<file path="config.mk">
export PLATFORM = sky130hd
export DESIGN_NAME = pc_fetch_unit
export DESIGN_NICKNAME = d
export VERILOG_FILES = /design/src/rtl/pc_fetch_unit_pkg.sv /design/src/rtl/pc_fetch_unit_return_stack.sv /design/src/rtl/pc_fetch_unit.sv
export SDC_FILE = /design/constraint.sdc
export NUM_CORES = 1
export LEC_CHECK = 0
export CAP_MARGIN = 20
export CORE_ASPECT_RATIO = 0.5
export CORE_MARGIN = 2
export CORE_UTILIZATION = 45
export DETAILED_ROUTE_END_ITERATION = 10
export PLACE_DENSITY = 0.69
export SLEW_MARGIN = 0
export SYNTH_ARGS = -nofsm -noshare
export SYNTH_HDL_FRONTEND = slang
export SYNTH_SLANG_ARGS = --single-unit
</file>
<file path="constraint.sdc">
create_clock -name clk -period 2.9 [get_ports clk]
set_clock_uncertainty 0.05 [all_clocks]
set_input_delay 0.58 -clock clk [delete_from_list [all_inputs] [get_ports clk]]
set_output_delay 0.58 -clock clk [all_outputs]
set_load 0.03 [all_outputs]
</file>
<file path="src/rtl/pc_fetch_unit_pkg.sv">
// ---------------------------------------------------------------------------
// pc_fetch_unit_pkg
// Constants and types shared by the fetch unit and its return stack.
//   PC_WIDTH_C      program counter width (8K-word program space)
//   STACK_DEPTH_C   hardware return-stack entries (power of two)
//   RESET_VECTOR_C  PC value after reset
//   NOP_WORD_C      word placed in the instruction register on reset/flush
// ---------------------------------------------------------------------------
package pc_fetch_unit_pkg;

  localparam int              PC_WIDTH_C     = 13;
  localparam int              INSTR_WIDTH_C  = 14;
  localparam int              STACK_DEPTH_C  = 8;
  localparam logic [12:0]     RESET_VECTOR_C = 13'h0000;
  localparam logic [13:0]     NOP_WORD_C     = 14'h0000;

  typedef logic [PC_WIDTH_C-1:0]    pc_t;
  typedef logic [INSTR_WIDTH_C-1:0] instr_t;

endpackage

</file>
<file path="src/rtl/pc_fetch_unit_return_stack.sv">
// ---------------------------------------------------------------------------
// pc_fetch_unit_return_stack
// Circular hardware return stack with sticky overflow/underflow flags.
//   clk, rst        clock, synchronous active-high reset
//   push, pop       push din / pop; pop wins when both are asserted
//   din             return address to store on push
//   top             entry at sp-1 (the pop target), valid combinationally
//   depth           number of live entries, saturating at STACK_DEPTH
//   overflow        sticky: push seen while full (oldest entry overwritten)
//   underflow       sticky: pop seen while empty (stale entry returned)
// ---------------------------------------------------------------------------
module pc_fetch_unit_return_stack
  import pc_fetch_unit_pkg::*;
#(
  parameter int STACK_DEPTH = STACK_DEPTH_C,
  parameter int WIDTH       = PC_WIDTH_C,
  localparam int SP_W       = $clog2(STACK_DEPTH)
) (
  input  logic             clk,
  input  logic             rst,
  input  logic             push,
  input  logic             pop,
  input  logic [WIDTH-1:0] din,
  output logic [WIDTH-1:0] top,
  output logic [SP_W:0]    depth,
  output logic             overflow,
  output logic             underflow
);

  localparam logic [SP_W-1:0] SP_ONE     = SP_W'(1);
  localparam logic [SP_W:0]   DEPTH_ONE  = (SP_W+1)'(1);
  localparam logic [SP_W:0]   DEPTH_FULL = (SP_W+1)'(STACK_DEPTH);

  logic [WIDTH-1:0] entries [STACK_DEPTH];
  logic [SP_W-1:0]  sp;
  logic [SP_W-1:0]  sp_prev;
  logic             push_eff;

  // A simultaneous pop cancels the push entirely.
  assign push_eff = push && !pop;
  // sp is exactly SP_W bits wide, so the subtraction wraps modulo the depth.
  assign sp_prev  = sp - SP_ONE;
  assign top      = entries[sp_prev];

  always_ff @(posedge clk) begin
    if (rst) begin
      sp        <= '0;
      depth     <= '0;
      overflow  <= 1'b0;
      underflow <= 1'b0;
    end else if (pop) begin
      sp <= sp_prev;
      if (depth == '0) underflow <= 1'b1;
      else             depth     <= depth - DEPTH_ONE;
    end else if (push_eff) begin
      sp <= sp + SP_ONE;
      if (depth == DEPTH_FULL) overflow <= 1'b1;
      else                     depth    <= depth + DEPTH_ONE;
    end
  end

  // NOTE: the entry array is deliberately left out of reset; its contents are
  // don't-care until written, and a reset-free array maps onto plain storage.
  always_ff @(posedge clk) begin
    if (!rst && push_eff) entries[sp] <= din;
  end

endmodule

</file>
<file path="src/rtl/pc_fetch_unit.sv">
// ---------------------------------------------------------------------------
// pc_fetch_unit
// Owns the program counter, the return stack and the instruction register.
// Presents pc to program memory (asynchronous ROM) and applies the PC
// redirections requested by the decoder.
//   clk, rst              clock, synchronous active-high reset
//   incr_pc_en            pc <= pc + 1 (wraps)
//   load_pc_en            pc <= {pclath[4:3], load_pc_addr}   (goto/call)
//   load_pc_addr[10:0]    literal k from goto/call
//   pcl_wr_en             pc <= {pclath, pcl_wr_data}         (computed goto)
//   pcl_wr_data[7:0]      new PCL value
//   pclath[4:0]           PCLATH register contents
//   push_en / pop_en      return-stack push (call) / pop (return family)
//   instr_rd_en           capture pmem_rd_data into instr_current
//   instr_flush           replace instr_current with NOP_WORD (beats rd_en)
//   pmem_addr[12:0]       program-memory address (= pc)
//   pmem_rd_data[13:0]    program-memory word at pmem_addr
//   instr_current[13:0]   instruction register, feeds the decoder
//   pc[12:0], pcl[7:0]    current PC and its low byte
//   stack_overflow/underflow  sticky return-stack error flags
// ---------------------------------------------------------------------------
module pc_fetch_unit
  import pc_fetch_unit_pkg::*;
#(
  parameter int          PC_WIDTH     = PC_WIDTH_C,
  parameter int          STACK_DEPTH  = STACK_DEPTH_C,
  parameter logic [12:0] RESET_VECTOR = RESET_VECTOR_C,
  parameter logic [13:0] NOP_WORD     = NOP_WORD_C
) (
  input  logic                clk,
  input  logic                rst,
  input  logic                incr_pc_en,
  input  logic                load_pc_en,
  input  logic [10:0]         load_pc_addr,
  input  logic                pcl_wr_en,
  input  logic [7:0]          pcl_wr_data,
  input  logic [4:0]          pclath,
  input  logic                push_en,
  input  logic                pop_en,
  input  logic                instr_rd_en,
  input  logic                instr_flush,
  output logic [PC_WIDTH-1:0] pmem_addr,
  input  logic [13:0]         pmem_rd_data,
  output logic [13:0]         instr_current,
  output logic [PC_WIDTH-1:0] pc,
  output logic [7:0]          pcl,
  output logic                stack_overflow,
  output logic                stack_underflow
);

  localparam int SP_W = $clog2(STACK_DEPTH);

  logic [PC_WIDTH-1:0] pc_next;
  logic [PC_WIDTH-1:0] stack_top;
  logic [SP_W:0]       stack_depth;

  // The stack always records the pre-update pc; on a call that is already
  // the return address because pc was advanced at fetch.
  pc_fetch_unit_return_stack #(
    .STACK_DEPTH (STACK_DEPTH),
    .WIDTH       (PC_WIDTH)
  ) u_stack (
    .clk       (clk),
    .rst       (rst),
    .push      (push_en),
    .pop       (pop_en),
    .din       (pc),
    .top       (stack_top),
    .depth     (stack_depth),
    .overflow  (stack_overflow),
    .underflow (stack_underflow)
  );

  assign pmem_addr = pc;
  assign pcl       = pc[7:0];

  // NOTE: pc_next gets a default before the priority chain so that every
  // path assigns it and no latch is inferred.
  always_comb begin
    pc_next = pc;
    if (pop_en)          pc_next = stack_top;
    else if (load_pc_en) pc_next = {pclath[4:3], load_pc_addr};
    else if (pcl_wr_en)  pc_next = {pclath, pcl_wr_data};
    else if (incr_pc_en) pc_next = pc + PC_WIDTH'(1);
  end

  // NOTE: state registers use non-blocking assignments so every flop samples
  // its inputs from the same pre-edge values.
  always_ff @(posedge clk) begin
    if (rst) begin
      pc            <= RESET_VECTOR;
      instr_current <= NOP_WORD;
    end else begin
      pc <= pc_next;
      if (instr_flush)      instr_current <= NOP_WORD;
      else if (instr_rd_en) instr_current <= pmem_rd_data;
    end
  end

endmodule
</file>
# Word-level counts from Yosys, hierarchy flattened

Memory sizes are Yosys's and may differ from the RTL's.
Index checks and enable logic that the tools add are counted.

Add/sub/neg operators: 5
Reductions and logical operators: 11
Bitwise operators: 1
Eq/ne operators: 3
Muxes and demuxes: 12

Operators with widths:

| cell                  | number |
|---|---|
| $mux 13               | 4 |
| $mux 4                | 4 |
| $add 13x1->13 const B | 1 |
| $mux 3                | 2 |
| $reduce_and 3->1      | 2 |
| $add 4x1->4 const B   | 1 |
| $eq 4x4->1 const B    | 1 |
| $logic_not 4->1       | 1 |
| $ne 2x2->1 const B    | 2 |
| $reduce_bool 4->1     | 1 |
| $sub 4x1->4 const B   | 1 |
| $add 3x1->3 const B   | 1 |
| $sub 3x1->3 const B   | 1 |
| $logic_and 1x1->1     | 2 |
| $logic_not 1->1       | 2 |
| $mux 1                | 2 |
| $reduce_and 2->1      | 1 |
| $reduce_bool 2->1     | 1 |
| $reduce_or 2->1       | 1 |
| $not 1->1             | 1 |

Register bits after elaboration: 36
Memories kept: 1
Logic and storage cells: 39
Output and inout port bits: 50
Bits in writable memories: 104
Input bits: 47

Memory list:

| memory          | words | bits a word | rd ports | clocked after memory_dff | write ports | line                             | text |
|---|---|---|---|---|---|---|---|
| u_stack.entries | 8     | 13          | 1        | 0                        | 1           | pc_fetch_unit_return_stack.sv:34 | `logic [WIDTH-1:0] entries [STACK_DEPTH];` |

# Logic depth before layout (Yosys ltp)

Gate-level depths: netlist (run 1).

Depth in word-level cells: 5
Mapped depth: 11
Gate-level depth less buffers: 7

# Modules after synthesis

From an unflattened synthesis (run 1), not the netlist that was laid out.

Cells, all modules: 437
Area, all modules: 6,188.4 um2

By module, submodules not included:

| module                     | area an instance (um2) | times used | cells an instance |
|---|---|---|---|
| pc_fetch_unit_return_stack | 4,475.5                | 1          | 220 |
| pc_fetch_unit              | 1,712.9                | 1          | 217 |

# Least setup slack after synthesis (run 1)

OpenSTA, ideal clock, no wires.

Path kind: flip-flop to flip-flop
Start point: register u_stack.sp[0]
End point: register pc[0]
Clock period less this slack: 2.646 ns
Setup time: 0.128 ns
Path slack: 0.254 ns
Required time: 2.722 ns
Cell stages (with the launch flop): 11
Arrival time: 2.468 ns
Cells stage by stage: dfxtp_1 buf_6 buf_2 inv_1 ha_1 buf_2 clkbuf_1 mux4_1 mux2_2 a222oi_1 nor2_1

Longest elaborated chain between the ends: 3

RTL lines:

| element                | line                             | text |
|---|---|---|
| start, declared        | pc_fetch_unit_return_stack.sv:35 | `logic [SP_W-1:0] sp;` |
| start signal, assigned | pc_fetch_unit_return_stack.sv:52 | `sp <= sp_prev;` |
| start signal, assigned | pc_fetch_unit_return_stack.sv:56 | `sp <= sp + SP_ONE;` |
| $sub 3x1->3            | pc_fetch_unit_return_stack.sv:42 | `assign sp_prev = sp - SP_ONE;` |
| $mem_v2 8x13           | -                                |  |
| $mux 13                | pc_fetch_unit.sv:81              | `if (pop_en) pc_next = stack_top;` |
| end signal, assigned   | pc_fetch_unit.sv:94              | `pc <= pc_next;` |
| end, declared          | pc_fetch_unit.sv:45              | `output logic [PC_WIDTH-1:0] pc,` |

Every way passes these cells.
A chain may end at the register's enable or synchronous reset.

# Worst setup path in the final report (run 1)

Start point: register pc[0]
End point: output port pcl[0]

RTL lines:

| element       | line                | text |
|---|---|---|
| end, declared | pc_fetch_unit.sv:46 | `output logic [7:0] pcl,` |

No word-level cell between the ends.

==> run metrics, run 1 <==
result of the run completed; placement-stage worst setup slack 291 ps; Critical Path Source Type flip-flop; initial antenna violation count 0; root buffer cell sky130_fd_sc_hd__clkbuf_16; Worst Setup End Kind output port; peak fanout along the critical path 9; final critical-path setup slack 383 ps; wire length reported by the detailed router 14000 um; TritonCTS Sinks 140; Boundary Pins 97; num rows 30; Fill cells 1039; count of pins over their slew limit 0; total track usage 0.203; Area growth, synth to finish 28.7%; highest clock rate roughly 0.40 GHz; worst path bufs/invs 2; dominant synthesized flop cell sky130_fd_sc_hd__edfxtp_1; Setup violations, final 0; stage delay of the slowest cell on the critical path ~690 ps; Core Box Area approximately 13000 sq um; number of distinct standard cells referenced by the synthesized netlist 47; worst hold slack approximately 430 ps; number of routed nets with antenna violations 0; total power divided by cell area 716 nW/um^2; data arrival time of the worst path 1890 ps; post-route setup TNS 0 ps; Hold Path Class flip-flop to flip-flop; DRC violations left 0; number of buffers inserted by port buffering 96; clock insertion delay at the later pin of the skew report 420 ps; cell-by-cell trace of the critical path buf_4, clkdlybuf4s50_1; effective utilization at floorplan 0.456; Maximum Capacitance Violations 0; via total after detailed routing 3954; Tot Pwr 0.00563 W; total clock buffers created by CTS 17; syn_area_per_cell 14.6 sq um; number of nets at the end of the flow about 580; H-tree level count 4; RD Place Congestion 0.844; final count of hold timing violations 0; via count of the first global-routing pass 3944; Setup Fix Bufs, Post-CTS 0; drt pass-1 iters 5; routed wire length per instance 19.7 um; Post-Synthesis Cells roughly 420; cell accounting for the most synthesized area sky130_fd_sc_hd__edfxtp_1; gate family responsible for the most delay along the worst path buffers and inverters; hold bufs inserted after CTS 0; Max Root-Sink Buffers 2; leakage power total between 2 and 3 nW; 1st-iter DRT viols between 400 and 500; area share of the leading cell type in the synthesized netlist 0.511; cell types occupying the most area after synthesis sky130_fd_sc_hd__edfxtp_1, sky130_fd_sc_hd__dfxtp_1, sky130_fd_sc_hd__mux4_1; standard cell with the maximum stage delay on the critical path sky130_fd_sc_hd__clkdlybuf4s50_1; Critical Path RT 2270 ps; critical setup path kind flip-flop to output port; layout cell share with drive strength beyond 1 0.153; Ys Warns 0; summed instance area of the synthesized netlist 6110 sq um; post-synth net total 472; actual transition at the worst max-transition pin 666 ps; synthesized flop and latch total 140; TritonCTS clock tree done; share of synthesized area occupied by flip-flops and latches 0.629; Die Height approximately 86 um; share of synthesized flip-flops with an asynchronous set or reset 0; global-route wire length before repair 21800 um; part of the cycle the worst path needs 0.868; time the worst path needs with I/O delays and setup 2520 ps; maximum number of pins on one net before global-route repair 24; number of enable-type register cells in the synthesized netlist 104; maximum vdd drop 0.405 mV; unrepaired setup endpoints after global routing no; post-CTS resize count 0; worst slew margin relative to its limit 0.556; vias per inst 5.55; Antenna diodes 0; die span in x 169 um; GRT overflow 0; DP Wirelength approximately 9500 um; Die Area 14600 sq um; clock transition at the registers of the reported paths 60 ps
-- flip-flops by register name, summed over array words and instances, names as in the netlist --
name and count:
pc 13, instr_current 14, u_stack.entries 104, u_stack.depth 4, u_stack.sp 3, u_stack.overflow 1
u_stack.underflow 1
-- per-stage QoR --
step           instances  instance area, sq um  utilization
5_1_grt              713                  7870        0.587
3_5_place_dp         681                  7270        0.543
2_1_floorplan        419                  6110            -
3_3_place_gp         681                  7270        0.543
6_report             713                  7870        0.587
4_1_cts              713                  7870        0.587
-- final timing paths --
kind | startpoint | end | slack, ps | depth (start not counted)
hold reg to reg | u_stack.overflow | u_stack.overflow | 430 | 2
hold / removal | u_stack.overflow | u_stack.overflow | 430 | 2
setup / recovery | pc[0] | pcl[0] | 380 | 2
setup reg to reg | u_stack.sp[1] | pc[7] | 530 | 7
-- power by group --
| part | switching [W] | internal (W) | leakage (nW) |
|---|---|---|---|
| Clock | 0.000870 | 0.00126 | 0.295 |
| Sequential | 0.000108 | 0.00228 | 1.25 |
| Combinational | 0.000596 | 0.000510 | 1.27 |
| Total | 0.00157 | 0.00405 | 2.82 |
-- worst min-delay path, delay by kind of cell (launching register included) --
kind / cells / cell delay, ps
flops: 1 / 330
simple gates: 1 / 70
compound gates: 1 / 50
-- synth_stat cells (all sizes together) (2+ instances only) --
master	n
nand4	2
inv	10
a311oi	7
o2111ai	3
o31a	2
nor4	3
or3	5
nand2b	3
a21oi	12
mux4	26
nor3	9
xnor2	7
ha	5
o21ai	9
a211oi	2
o211ai	2
edfxtp	104
a22oi	6
a21o	2
o21a	2
a222oi	2
o22ai	2
clkbuf	12
a211o	4
buf	30
nand3	10
or2	2
xor2	5
nor2	47
a22o	3
mux2i	21
nand2	16
dfxtp	36
mux2	2
-- cell type report --
class	count	area, sq um	area share
Clock buffer	21	503	0.0640
Multi-Input combinational cell	227	1970	0.251
Tap cell	176	220	0.0280
Clock inverter	11	87.6	0.0111
Timing Repair Buffer	128	1200	0.153
Inverter	10	37.5	0.00477
Sequential cell	140	3840	0.489
-- logic make-up after synthesis --
group / after synthesis / share of synthesized area
flops: 140 / 0.629
simple gates: 99 / 0.0725
compound gates: 61 / 0.0710
buf+inv: 52 / 0.0503
mux: 49 / 0.144
xor+xnor: 12 / 0.0203
fa+ha+maj: 6 / 0.0135
-- layout by cell type, fill, tap and decap left out, types with 3 or more instances in the layout --
master and count:
sky130_fd_sc_hd__a211o_1 4, sky130_fd_sc_hd__a21oi_1 12, sky130_fd_sc_hd__a22o_1 3, sky130_fd_sc_hd__a22oi_1 6, sky130_fd_sc_hd__a311oi_1 7, sky130_fd_sc_hd__buf_4 32, sky130_fd_sc_hd__clkbuf_16 19, sky130_fd_sc_hd__clkdlybuf4s50_1 96
sky130_fd_sc_hd__dfxtp_1 36, sky130_fd_sc_hd__edfxtp_1 104, sky130_fd_sc_hd__ha_1 5, sky130_fd_sc_hd__inv_1 10, sky130_fd_sc_hd__inv_4 4, sky130_fd_sc_hd__inv_6 5, sky130_fd_sc_hd__mux2i_1 21, sky130_fd_sc_hd__mux4_1 16
sky130_fd_sc_hd__mux4_2 10, sky130_fd_sc_hd__nand2_1 16, sky130_fd_sc_hd__nand2b_1 3, sky130_fd_sc_hd__nand3_1 9, sky130_fd_sc_hd__nor2_1 47, sky130_fd_sc_hd__nor3_1 7, sky130_fd_sc_hd__nor4_1 3, sky130_fd_sc_hd__o2111ai_1 3
sky130_fd_sc_hd__o21ai_0 9, sky130_fd_sc_hd__or3_1 5, sky130_fd_sc_hd__xnor2_1 7, sky130_fd_sc_hd__xor2_1 4
-- metal layers --
layer,up-vias,share of wire,wire length (um),track usage
li1,1819,-,-,-
met1,1955,0.44,6130,0.264
met2,152,0.49,6820,0.339
met3,28,0.055,776,0.0397
met4,0,0.021,292,0.0878
met5,-,0,0,0
Power figures use the tool's default switching activity.
==> inputs of run 2 (changes only) <==
--- a/config.mk
+++ b/config.mk
@@ -7,7 +7,6 @@
 export LEC_CHECK = 0
 export CAP_MARGIN = 20
 export CORE_ASPECT_RATIO = 0.5
-export CORE_MARGIN = 2
 export CORE_UTILIZATION = 45
 export DETAILED_ROUTE_END_ITERATION = 10
 export PLACE_DENSITY = 0.69
==> run 2 against run 1 <==
Net effect:
- clock power about the same
- combinational power about the same
- sequential power about the same
- design area increased by 0.18%
- die area decreased by 3.5%
- hold slack improved by 4.8 ps
- highest routed layer unchanged
- critical endpoint is now pmem_addr[2]
- critical path depth decreased by 1
==> run metrics, run 2 (same netlist as run 1, synthesis figures left out) <==
time the worst path needs with I/O delays and setup 2580 ps (was 2520 ps); total power divided by cell area 713 nW/um^2 (was 716 nW/um^2); WP depth 1 (was 2); final critical-path setup slack 322 ps (was 383 ps); worst slew margin relative to its limit 0.516 (was 0.556); actual transition at the worst max-transition pin 720 ps (was 666 ps); endpoint of the most critical register-to-register path pc[9] (was pc[7]); vias per inst 5.56 (was 5.55); Tot Pwr 0.00562 W (was 0.00563 W); unrepaired setup endpoints after global routing no (unchanged); die span in x 167 um (was 169 um); Setup violations, final 0 (unchanged); GRT overflow 0 (unchanged); count of pins over their slew limit 0 (unchanged); hold bufs inserted after CTS 0 (unchanged); worst path bufs/invs 1 (was 2); R2R depth 6 (was 7); total track usage 0.210 (was 0.203); Critical Path Source Type flip-flop (unchanged); Final Cell Area 7880 sq um (was 7870 sq um); data arrival time of the worst path 1950 ps (was 1890 ps); root buffer cell sky130_fd_sc_hd__clkbuf_16 (unchanged); maximum vdd drop 0.310 mV (was 0.405 mV); 1st-iter DRT viols 283 (was 404); Setup Fix Bufs, Post-CTS 0 (unchanged); result of the run completed (unchanged); Reg with most FFs u_stack.entries (unchanged); cell-by-cell trace of the critical path clkdlybuf4s50_1 (was buf_4, clkdlybuf4s50_1); DRC violations left 0 (unchanged); post-route setup TNS 0 ps (unchanged); RD Place Congestion 0.811 (was 0.844); TritonCTS Sinks 140 (unchanged); maximum number of pins on one net before global-route repair 24 (unchanged); Top Registers u_stack.entries x104, instr_current x14, pc x13 (unchanged); stage delay of the slowest cell on the critical path 800 ps (was 690 ps); worst hold slack 432 ps (was 427 ps); drt pass-1 iters 5 (unchanged); number of buffers inserted by port buffering 96 (unchanged); number of nets at the end of the flow 580 (was 577); Antenna diodes 0 (unchanged); max reg flops 104 (unchanged); wire length reported by the detailed router 14000 um (about the same); gate family responsible for the most delay along the worst path buffers and inverters (unchanged); standard cell with the maximum stage delay on the critical path sky130_fd_sc_hd__clkdlybuf4s50_1 (unchanged); initial antenna violation count 0 (unchanged); placement-stage worst setup slack 261 ps (was 291 ps); post-CTS resize count 0 (unchanged); Worst setup endpoint pmem_addr[2] (was pcl[0]); DP Wirelength 9460 um (was 9470 um); leakage power total 2.83 nW (was 2.82 nW); source of the critical timing path pc[2] (was pc[0]); clock transition at the registers of the reported paths 60 ps (about the same); register-to-register path setup slack 610 ps (was 530 ps); most common library cell in the layout ignoring fill and taps sky130_fd_sc_hd__edfxtp_1 (unchanged); final count of hold timing violations 0 (unchanged); layout cell share with drive strength beyond 1 0.157 (was 0.153); Core Box Area 13000 sq um (was 13400 sq um); num rows 29 (was 30); peak fanout along the critical path 14 (was 9); Boundary Pins 97 (unchanged); number of routed nets with antenna violations 0 (unchanged); routed wire length per instance 19.7 um (about the same); launch point of the worst reg-to-reg path u_stack.sp[1] (unchanged); Hold Path Class flip-flop to flip-flop (unchanged); Area growth, synth to finish 28.9% (was 28.7%); most frequent cells in the layout sky130_fd_sc_hd__edfxtp_1, sky130_fd_sc_hd__clkdlybuf4s50_1, sky130_fd_sc_hd__nor2_1, sky130_fd_sc_hd__dfxtp_1, sky130_fd_sc_hd__buf_4 (unchanged); via total after detailed routing 3948 (was 3954); global-route wire length before repair 21500 um (was 21800 um); placed standard-cell area 7290 sq um (was 7270 sq um); effective utilization at floorplan 0.472 (was 0.456); Die Area 14100 sq um (was 14600 sq um); critical setup path kind flip-flop to output port (unchanged); highest clock rate 0.388 GHz (was 0.397 GHz); clock insertion delay at the later pin of the skew report 420 ps (about the same); Critical Path RT 2270 ps (about the same); total clock buffers created by CTS 17 (unchanged); Die Height 84.4 um (was 86.4 um); via count of the first global-routing pass 3800 (was 3944); H-tree level count 4 (unchanged); part of the cycle the worst path needs 0.889 (was 0.868); TritonCTS clock tree done (unchanged); Worst Setup End Kind output port (unchanged); Maximum Capacitance Violations 0 (unchanged); Max Root-Sink Buffers 2 (unchanged)
==> run 2: cell count changes in the layout (fill, tap and decap cells not counted), moves of 2 or more <==
cell and change:
sky130_fd_sc_hd__clkbuf_8 -2, sky130_fd_sc_hd__clkinv_4 +3, sky130_fd_sc_hd__inv_4 -2, sky130_fd_sc_hd__buf_4 +3
==> run 2: metrics by stage <==
step,util,std cells
after floorplan,-,419
after global placement,0.563,678
after detailed placement,0.563,678
after CTS,0.608,710
after global routing,0.608,710
final,0.608,710
==> run 2: how the worst min path moves through the flow <==
stage / startpoint / endpoint / cells past startpoint
2_1_floorplan: u_stack.depth[2] / u_stack.depth[2] / 2
3_3_place_gp: u_stack.overflow / u_stack.overflow / 2
3_5_place_dp: u_stack.overflow / u_stack.overflow / 2
4_1_cts: u_stack.overflow / u_stack.overflow / 2
5_1_grt: u_stack.underflow / u_stack.underflow / 2
6_report: u_stack.overflow / u_stack.overflow / 2
==> run 2: layout make-up <==
| cell class | instances | area [sq um] |
|---|---|---|
| Clock buffer | 19 | 475 |
| Clock inverter | 13 | 114 |
| Fill cell | 967 | 5070 |
| Inverter | 10 | 37.5 |
| Multi-Input combinational cell | 227 | 1970 |
| Sequential cell | 140 | 3840 |
| Tap cell | 170 | 213 |
| Timing Repair Buffer | 131 | 1220 |
==> run 2: metal layers <==
metal  track usage  wire [um]
met2         0.325       6630
met1         0.289       6180
met3        0.0636       1070
met4        0.0606         76
met5             0          0
==> run 2: worst min-delay path, delay by kind of cell, from the launching register on <==
| family | cells | cell delay (ps) |
|---|---|---|
| flops | 1 | 330 |
| simple gates | 1 | 70 |
| compound gates | 1 | 50 |
==> run 2: report_power, final <==
group	internal (W)	switching, W	leakage (nW)
Sequential	0.00228	0.0000992	1.25
Combinational	0.000507	0.000603	1.29
Clock	0.00123	0.000897	0.295
==> inputs of run 3 (changes only) <==
--- a/config.mk
+++ b/config.mk
@@ -10,7 +10,7 @@
 export CORE_UTILIZATION = 45
 export DETAILED_ROUTE_END_ITERATION = 10
 export PLACE_DENSITY = 0.69
-export SLEW_MARGIN = 0
+export SLEW_MARGIN = 20
 export SYNTH_ARGS = -nofsm -noshare
 export SYNTH_HDL_FRONTEND = slang
 export SYNTH_SLANG_ARGS = --single-unit
==> results of run 3 <==
Final layout, timing and power as in run 2 (identical DEF).
